<file path="src/rtl/cpu16_regdbg.sv">
// Debug-side initiator for the cpu16 register file: single register read/write
// and full dump, with results returned on a valid/ready stream.
//
// state | meaning
// IDLE  | waiting for a command; ports released to the CPU
// RADDR | read address presented on rf_asel
// RCAP  | rf_adata valid; result captured
// OUT   | result offered on out_*; waits for out_ready
// WR    | single-cycle write strobe
// WGAP  | guard cycle so no read lands next to the write
module cpu16_regdbg #(
  parameter int DW = 16,
  parameter int AW = 3
) (
  input  logic          clk,
  input  logic          reset_n,
  input  logic          cpu_halted,
  input  logic          cmd_valid,
  output logic          cmd_ready,
  input  logic [1:0]    cmd_op,
  input  logic [AW-1:0] cmd_reg,
  input  logic [DW-1:0] cmd_data,
  output logic          out_valid,
  input  logic          out_ready,
  output logic [DW-1:0] out_data,
  output logic [AW-1:0] out_idx,
  output logic          out_last,
  output logic          dbg_active,
  output logic [AW-1:0] rf_asel,
  input  logic [DW-1:0] rf_adata,
  output logic [AW-1:0] rf_wsel,
  output logic          rf_wreg,
  output logic [DW-1:0] rf_wdata
);

  typedef enum logic [2:0] {
    S_IDLE  = 3'd0,
    S_RADDR = 3'd1,
    S_RCAP  = 3'd2,
    S_OUT   = 3'd3,
    S_WR    = 3'd4,
    S_WGAP  = 3'd5
  } state_t;

  localparam logic [1:0]    OP_READ  = 2'd0;
  localparam logic [1:0]    OP_WRITE = 2'd1;
  localparam logic [1:0]    OP_DUMP  = 2'd2;
  localparam logic [AW-1:0] IDX_MAX  = '1;

  state_t        state, state_nxt;
  logic [1:0]    op_q, op_nxt;
  logic [AW-1:0] idx_q, idx_nxt;
  logic          accept;
  logic          xfer;

  logic [AW-1:0] rf_asel_nxt;
  logic [AW-1:0] rf_wsel_nxt;
  logic          rf_wreg_nxt;
  logic [DW-1:0] rf_wdata_nxt;
  logic          out_valid_nxt;
  logic [DW-1:0] out_data_nxt;
  logic [AW-1:0] out_idx_nxt;
  logic          out_last_nxt;

  assign cmd_ready  = (state == S_IDLE) && cpu_halted;
  assign dbg_active = (state != S_IDLE);
  assign accept     = cmd_ready && cmd_valid;
  assign xfer       = out_valid && out_ready;

  always_ff @(posedge clk) begin
    if (!reset_n) begin
      state     <= S_IDLE;
      op_q      <= '0;
      idx_q     <= '0;
      rf_asel   <= '0;
      rf_wsel   <= '0;
      rf_wreg   <= 1'b0;
      rf_wdata  <= '0;
      out_valid <= 1'b0;
      out_data  <= '0;
      out_idx   <= '0;
      out_last  <= 1'b0;
    end else begin
      state     <= state_nxt;
      op_q      <= op_nxt;
      idx_q     <= idx_nxt;
      rf_asel   <= rf_asel_nxt;
      rf_wsel   <= rf_wsel_nxt;
      rf_wreg   <= rf_wreg_nxt;
      rf_wdata  <= rf_wdata_nxt;
      out_valid <= out_valid_nxt;
      out_data  <= out_data_nxt;
      out_idx   <= out_idx_nxt;
      out_last  <= out_last_nxt;
    end
  end

  // Reserved op 3 is accepted but leaves the FSM in IDLE.
  always_comb begin
    state_nxt = state;
    op_nxt    = op_q;
    idx_nxt   = idx_q;
    case (state)
      S_IDLE: begin
        if (accept) begin
          op_nxt = cmd_op;
          case (cmd_op)
            OP_READ: begin
              state_nxt = S_RADDR;
              idx_nxt   = cmd_reg;
            end
            OP_WRITE: begin
              state_nxt = S_WR;
              idx_nxt   = cmd_reg;
            end
            OP_DUMP: begin
              state_nxt = S_RADDR;
              idx_nxt   = '0;
            end
            default: state_nxt = S_IDLE;
          endcase
        end
      end
      S_RADDR: state_nxt = S_RCAP;
      S_RCAP:  state_nxt = S_OUT;
      S_OUT: begin
        if (xfer) begin
          if (out_last) begin
            state_nxt = S_IDLE;
          end else begin
            state_nxt = S_RADDR;
            idx_nxt   = idx_q + AW'(1);
          end
        end
      end
      S_WR:    state_nxt = S_WGAP;
      S_WGAP:  state_nxt = S_IDLE;
      default: state_nxt = S_IDLE;
    endcase
  end

  // Outputs are decoded from the next state so every port comes from a flop.
  always_comb begin
    rf_asel_nxt   = rf_asel;
    rf_wsel_nxt   = rf_wsel;
    rf_wdata_nxt  = rf_wdata;
    rf_wreg_nxt   = (state_nxt == S_WR);
    out_valid_nxt = (state_nxt == S_OUT);
    out_data_nxt  = out_data;
    out_idx_nxt   = out_idx;
    out_last_nxt  = out_last;

    if (state_nxt == S_RADDR) begin
      rf_asel_nxt = idx_nxt;
    end
    if (state == S_IDLE && state_nxt == S_WR) begin
      rf_wsel_nxt  = idx_nxt;
      rf_wdata_nxt = cmd_data;
    end
    if (state == S_RCAP) begin
      out_data_nxt = rf_adata;
      out_idx_nxt  = idx_q;
      out_last_nxt = (op_q == OP_READ) || (idx_q == IDX_MAX);
    end
  end

endmodule

</file>
<file path="config.mk">
export PLATFORM = sky130hd
export DESIGN_NAME = cpu16_regdbg
export DESIGN_NICKNAME = d
export VERILOG_FILES = /design/src/rtl/cpu16_regdbg.sv
export SDC_FILE = /design/constraint.sdc
export NUM_CORES = 1
export LEC_CHECK = 0
export BUFFER_PORTS_ARGS = -buffer_cell sky130_fd_sc_hd__buf_4
export CORE_ASPECT_RATIO = 0.7
export CORE_UTILIZATION = 30
export CTS_CLUSTER_DIAMETER = 60
export DETAILED_ROUTE_END_ITERATION = 8
export GPL_TIMING_DRIVEN = 0
export PLACE_DENSITY = 0.57
export SYNTH_ARGS = -nofsm -noshare
export SYNTH_HDL_FRONTEND = slang
export SYNTH_SLANG_ARGS = --single-unit
export TNS_END_PERCENT = 100
</file>
<file path="constraint.sdc">
create_clock -name clk -period 3.6 [get_ports clk]
set_input_delay 0 -clock clk [delete_from_list [all_inputs] [get_ports clk]]
set_output_delay 0 -clock clk [all_outputs]
set_load 0.01 [all_outputs]
</file>
==> reports/results.ini, run 1 <==
[worst_setup_path]
critical_path_class = in2reg
endpoint_kind = register
cp-start-kind = input port
crit_fanout = 10
critPathRequiredTime_ns = 3.77
worstPathArrival_ns = 1.77

[floorplanning]
coreArea_um2 = 6460
die_area_um2 = 7260
start_util_pct = 32.1
die_w_um = 101
chipHeight_um = 71.6
io_pins = 88
rows = 24

[synth]
yosys.area.top_type = dfxtp_1
ys_top_cells_by_count = dfxtp_1, nand2_1, nor2_1, a21oi_1, mux2i_1
synthArstFlopShare_pct = 0
synth_top_area_share_pct = 50.2
yosysWarnings = 0
synth_enable_flop_cells = 0
netlist_instances = 218
synth-main-ff-cell = dfxtp_1
synth_nets = 262
syn_avg_cell_area_um2 = 9.52
yosysMostFrequentCell = dfxtp_1
yosysUniqueCellTypes = 43
synth_area_um2 = 2070
ys_ff_latch = 52
ys_seq_area_share_pct = 50.2
ys_top_cells_by_area = dfxtp_1, mux2i_1, nand2_1

[timing]
rsz0062_at_grt = no
relSlewSlack_pct = 67.7
worst_pin_slew_ns = 0.485
setup_violations = 0
maxSlewViolCount = 0
clock.fmax_mhz = 624
fin_crit_ns = 1.60
finalSetupTns_ns = 0
period_share_pct = 44.5
timing.final.ws_setup_ns = 2.00
finalHoldViolCount = 0
finalClockSkew_ns = 0.00472

[placement]
place_congestion = 0.719
dp_slack_ns = 2.09
io_buffers = 87
dpl.hpwl_um = 3780

[detailed_routing]
vias = 1956
wire_per_inst_um = 12.0
routed_wirelength_um = 5280
drc = 0
drtIter0Drc = 41
viasPerCell = 4.46
detail-route-antenna-nets = 0
first_pass_iters = 4

[final_layout]
fill_cells = 608
insertedDiodeCount = 0
multiInputGateArea_um2 = 947
fin_nets = 391
post-route-util_pct = 50.9
area_growth_pct = 58.4
layout-drive-gt1-share_pct = 32.8
seqCellArea_um2 = 1040

[global_route]
grt_max_degree = 16
grt_pass1_vias = 1928
overflow = 0
antenna_found_initial = 0
grt_first_pass_wirelength_um = 8800
busiest_layer = met2
grtUsageMet3_pct = 4.78
grt.total_usage_pct = 15.5
use_met2_pct = 24.3
met1_usage_pct = 20.8

[power_and_ir_drop]
leakagePower_nw = 1.52
vdd_ir_drop_max_mv = 0.161
power.density_nw_per_um2 = 355

[cts]
clk_latency_ns = 0.30
htreeDepth = 2
root_buffer = clkbuf_8
cts_inserted_buffers = 5
cts_setup_buffers = 0
numClockSinks = 52
cts_max_path_buffers = 2
clk_pin_slew_ns = 0.09
cts_tree = yes

[worst_hold_path]
hp-class = in2reg

[status]
status = finished, final reports clean

[flow_run]
maxCapViolations = 0

stage by stage:
stage	hold WS, ns	instances	power, mW	area (um2)
finish	0.118	439	1.17	3290
global route	0.126	439	1.24	3290
CTS	0.109	439	1.18	3290
detailed placement	0.239	396	0.809	2840
global placement	0.230	396	0.807	2840
floorplan	0.126	218	0.718	2070
state kept, by name, summed over array words and instances, names as in the netlist, 2 cells and up:
signal,flops
idx_q,3
op_q,2
out_data,16
out_idx,3
rf_asel,3
rf_wdata,16
rf_wsel,3
state,3
worst paths after layout:
path,endpoint,depth (start not counted),slack [ns],startpoint
max,out_idx[1],6,2.00,reset_n
min,state[1],3,0.12,out_ready
max reg2reg,rf_wdata[9],6,2.09,state[0]
min reg2reg,out_data[10],2,0.46,out_data[10]
critical path: stages:
cell and delay, ns:
dlygate4sd3_1 0.54, buf_4 0.15, inv_1 0.15, clkbuf_1 0.41, buf_1 0.44, a21oi_1 0.08
cells in the final DEF, fill, tap and decap left out, types with 2 or more instances in the layout:
cell	count
nor2_1	25
clkbuf_8	6
buf_1	2
buf_4	88
dlygate4sd3_1	35
a211oi_1	2
buf_2	3
a22oi_1	2
o211a_1	2
clkbuf_1	5
nor2b_1	2
o21ai_0	3
a21oi_1	24
ha_1	2
o2bb2ai_1	2
dfxtp_1	52
buf_6	3
nand2_1	43
mux2i_1	18
nor3_1	3
logic make-up after synthesis:
logic type,after synthesis,synth area share (%)
fa+ha+maj,2,1.21
flops,52,50.2
buf+inv,15,4.16
mux,18,8.69
compound gates,42,14.2
simple gates,89,21.5
timing repair:
action / 4_1_cts / 5_1_grt
gates resized for setup: 0 / 0
endpoints found under the hold margin: 37 / 0
hold buffers: 35 / 0
layout make-up:
cell class / count / area share (%)
Buffer: 13 / 2.40
Clock buffer: 7 / 2.63
Clock inverter: 1 / 0.228
Inverter: 2 / 0.228
Multi-Input combinational cell: 151 / 28.8
Sequential cell: 52 / 31.7
Tap cell: 91 / 3.47
Timing Repair Buffer: 122 / 30.5
report_power, final:
part	internal [mW]	leakage (nW)	switching, mW
combinational	0.116	1.05	0.0960
sequential	0.597	0.421	0.0143
clock	0.157	0.0445	0.187
metal layers:
metal	wire length, um	vias to the layer above
met4	27	0
met3	329	4
met5	0	-
met2	2310	58
li1	-	1005
met1	2610	889
(Power assumes the default switching activity.)
==> run 2: changes to the inputs <==
==> constraint.sdc (replaced) <==
create_clock -name clk -period 1.6 [get_ports clk]
set_input_delay 0 -clock clk [delete_from_list [all_inputs] [get_ports clk]]
set_output_delay 0 -clock clk [all_outputs]
set_load 0.01 [all_outputs]
==> run 2 against run 1 <==
Net effect:
- via count fell by 0.56%
- cell count is the same
- count of clock-buffer cells in the layout unchanged
- clock power increased by 130%
- critical path depth is the same
- worst setup slack worse by 1.9 ns
- largest power group unchanged
- highest routed layer unchanged
- global-route usage is essentially flat
- combinational power increased by 130%
- critical endpoint is now rf_asel[0]
==> reports/results.ini, run 2 (synthesized netlist as in run 1, its figures left out) <==
[status]
status = finished, final reports clean  ; unchanged

[global_route]
grt_pass1_vias = 1929  ; was 1928
grt.total_usage_pct = 15.5  ; about the same
overflow = 0  ; unchanged
grt_max_degree = 16  ; unchanged
antenna_found_initial = 0  ; unchanged
grt_first_pass_wirelength_um = 8830  ; was 8800 um

[floorplanning]
die_w_um = 101  ; unchanged
die_area_um2 = 7260  ; unchanged
chipHeight_um = 71.6  ; unchanged
io_pins = 88  ; unchanged
coreArea_um2 = 6460  ; unchanged
start_util_pct = 32.1  ; unchanged
rows = 24  ; unchanged

[final_layout]
stdcell_area_um2 = 3300  ; was 3290 um2
seqCellArea_um2 = 1040  ; unchanged
insertedDiodeCount = 0  ; unchanged
reg_top3 = out_data x16, rf_wdata x16  ; unchanged
fin_nets = 391  ; unchanged
multiInputGateArea_um2 = 956  ; was 947 um2
final_common_cell = buf_4  ; unchanged
post-route-util_pct = 51.0  ; was 50.9%
layout-drive-gt1-share_pct = 33.0  ; was 32.8%
layout_common_cells = buf_4, dfxtp_1, nand2_1  ; unchanged
area_growth_pct = 58.9  ; was 58.4%
fill_cells = 608  ; unchanged

[cts]
htreeDepth = 2  ; unchanged
cts_setup_buffers = 0  ; unchanged
clk_latency_ns = 0.30  ; about the same
cts_tree = yes  ; unchanged
root_buffer = clkbuf_8  ; unchanged
numClockSinks = 52  ; unchanged
clk_pin_slew_ns = 0.10  ; was 0.09 ns
cts_max_path_buffers = 2  ; unchanged
cts_inserted_buffers = 5  ; unchanged

[timing]
rsz0062_at_grt = no  ; unchanged
finalSetupTns_ns = 0  ; unchanged
clock.fmax_mhz = 677
maxSlewViolCount = 0  ; unchanged
period_share_pct = 92.4
worst_pin_slew_ns = 0.481  ; was 0.485 ns
finalClockSkew_ns = 0.00499  ; was 0.00472 ns
finalHoldViolCount = 0  ; unchanged
setup_violations = 0  ; unchanged
fin_crit_ns = 1.48
relSlewSlack_pct = 67.9  ; was 67.7%
worst_hold_slack_ns = 0.0992  ; was 0.118 ns

[power_and_ir_drop]
internal-power_mw = 1.96  ; was 0.870 mW
vdd_ir_drop_max_mv = 0.363  ; was 0.161 mV
p_seq_share_pct = 52.3  ; about the same
combinationalPowerShare_pct = 18.3  ; was 18.2%
p_clk_share_pct = 29.4  ; was 29.5%
power.density_nw_per_um2 = 799  ; was 355 nW/um2
p_sw_mw = 0.673  ; was 0.298 mW
swShare_pct = 25.6  ; was 25.5%
leakagePower_nw = 1.52  ; about the same

[detailed_routing]
routed_wirelength_um = 5300  ; was 5280 um
drc = 0  ; unchanged
vias = 1945  ; was 1956
drtIter0Drc = 32  ; was 41
first_pass_iters = 4  ; unchanged
wire_per_inst_um = 12.1  ; was 12.0 um
viasPerCell = 4.43  ; was 4.46
detail-route-antenna-nets = 0  ; unchanged

[worst_setup_path]
critical_path.slowest_cell = dfxtp_1  ; was dlygate4sd3_1
crit_fanout = 9  ; was 10
slowest_delay_ns = 0.31  ; was 0.54 ns
cp_cell_sequence = buf_4 > nor3_4 > inv_2 > o32ai_4 > o221ai_1 > o211a_1  ; was dlygate4sd3_1 > buf_4 > inv_1 > clkbuf_1 > buf_1 > a21oi_1
cp-start-kind = register  ; was input port
endpoint_kind = register  ; unchanged
worstPathArrival_ns = 1.68  ; was 1.77 ns
critical_path_class = reg2reg  ; was in2reg
critPathRequiredTime_ns = 1.80  ; was 3.77 ns

[placement]
dpl-instance-area_um2 = 2840  ; unchanged
io_buffers = 87  ; unchanged
place_congestion = 0.719  ; unchanged
dpl.hpwl_um = 3780  ; unchanged

[flow_run]
maxCapViolations = 0  ; unchanged

[worst_hold_path]
hp-class = in2reg  ; unchanged

[run 2: per-stage QoR]
step	power, mW	std cells	setup WS, ns
global placement	1.82	396	0.111
detailed placement	1.82	396	0.0926
floorplan	1.62	218	0.255
CTS	2.66	439	0.0836
global route	2.78	439	0.00197
finish	2.63	439	0.122
[run 2: layout make-up]
type	count	share of cell area [%]
multi-input cells	151	29.0
well taps	91	3.45
inverters	2	0.228
clock buffers	7	2.62
clock inverters	1	0.228
repair buffers	122	30.4
flip-flops and latches	52	31.6
plain buffers	13	2.43
[run 2: worst max-delay path, delay by kind of cell, from the launching register on]
| kind | cells | cell delay, ns |
|---|---|---|
| AOI/OAI and AO/OA | 3 | 0.54 |
| DFF | 1 | 0.31 |
| buffers and inverters | 2 | 0.29 |
| and+or+nand+nor | 1 | 0.25 |
[run 2: power by group through the flow]
stage | logic [mW] | clock network (mW) | registers (mW)
after global placement | 0.411 | 0 | 1.40
after global routing | 0.530 | 0.870 | 1.38
final | 0.482 | 0.775 | 1.38
after floorplan | 0.197 | 0 | 1.42
after detailed placement | 0.414 | 0 | 1.41
after CTS | 0.482 | 0.804 | 1.38
[run 2: layer usage]
metal | up-vias | routed length (um) | track usage [%]
met4 | 0 | 14 | 3.86
met2 | 56 | 2330 | 24.3
met3 | 2 | 328 | 4.78
met5 | - | 0 | 0
li1 | 1006 | - | -
met1 | 881 | 2620 | 20.8
[run 2: repair_timing]
action	4_1_cts	5_1_grt
hold buffers	35	0
endpoints found under the setup margin	0	17
resized for setup	0	3
endpoints found under the hold margin	37	0
[run 2: final timing paths]
check	start	endpoint	slack (ns)	cells past startpoint
max	state[1]	rf_asel[0]	0.12	6
min	reset_n	state[1]	0.1	3
max reg2reg	state[1]	rf_asel[0]	0.12	6
min reg2reg	out_data[10]	out_data[10]	0.46	2
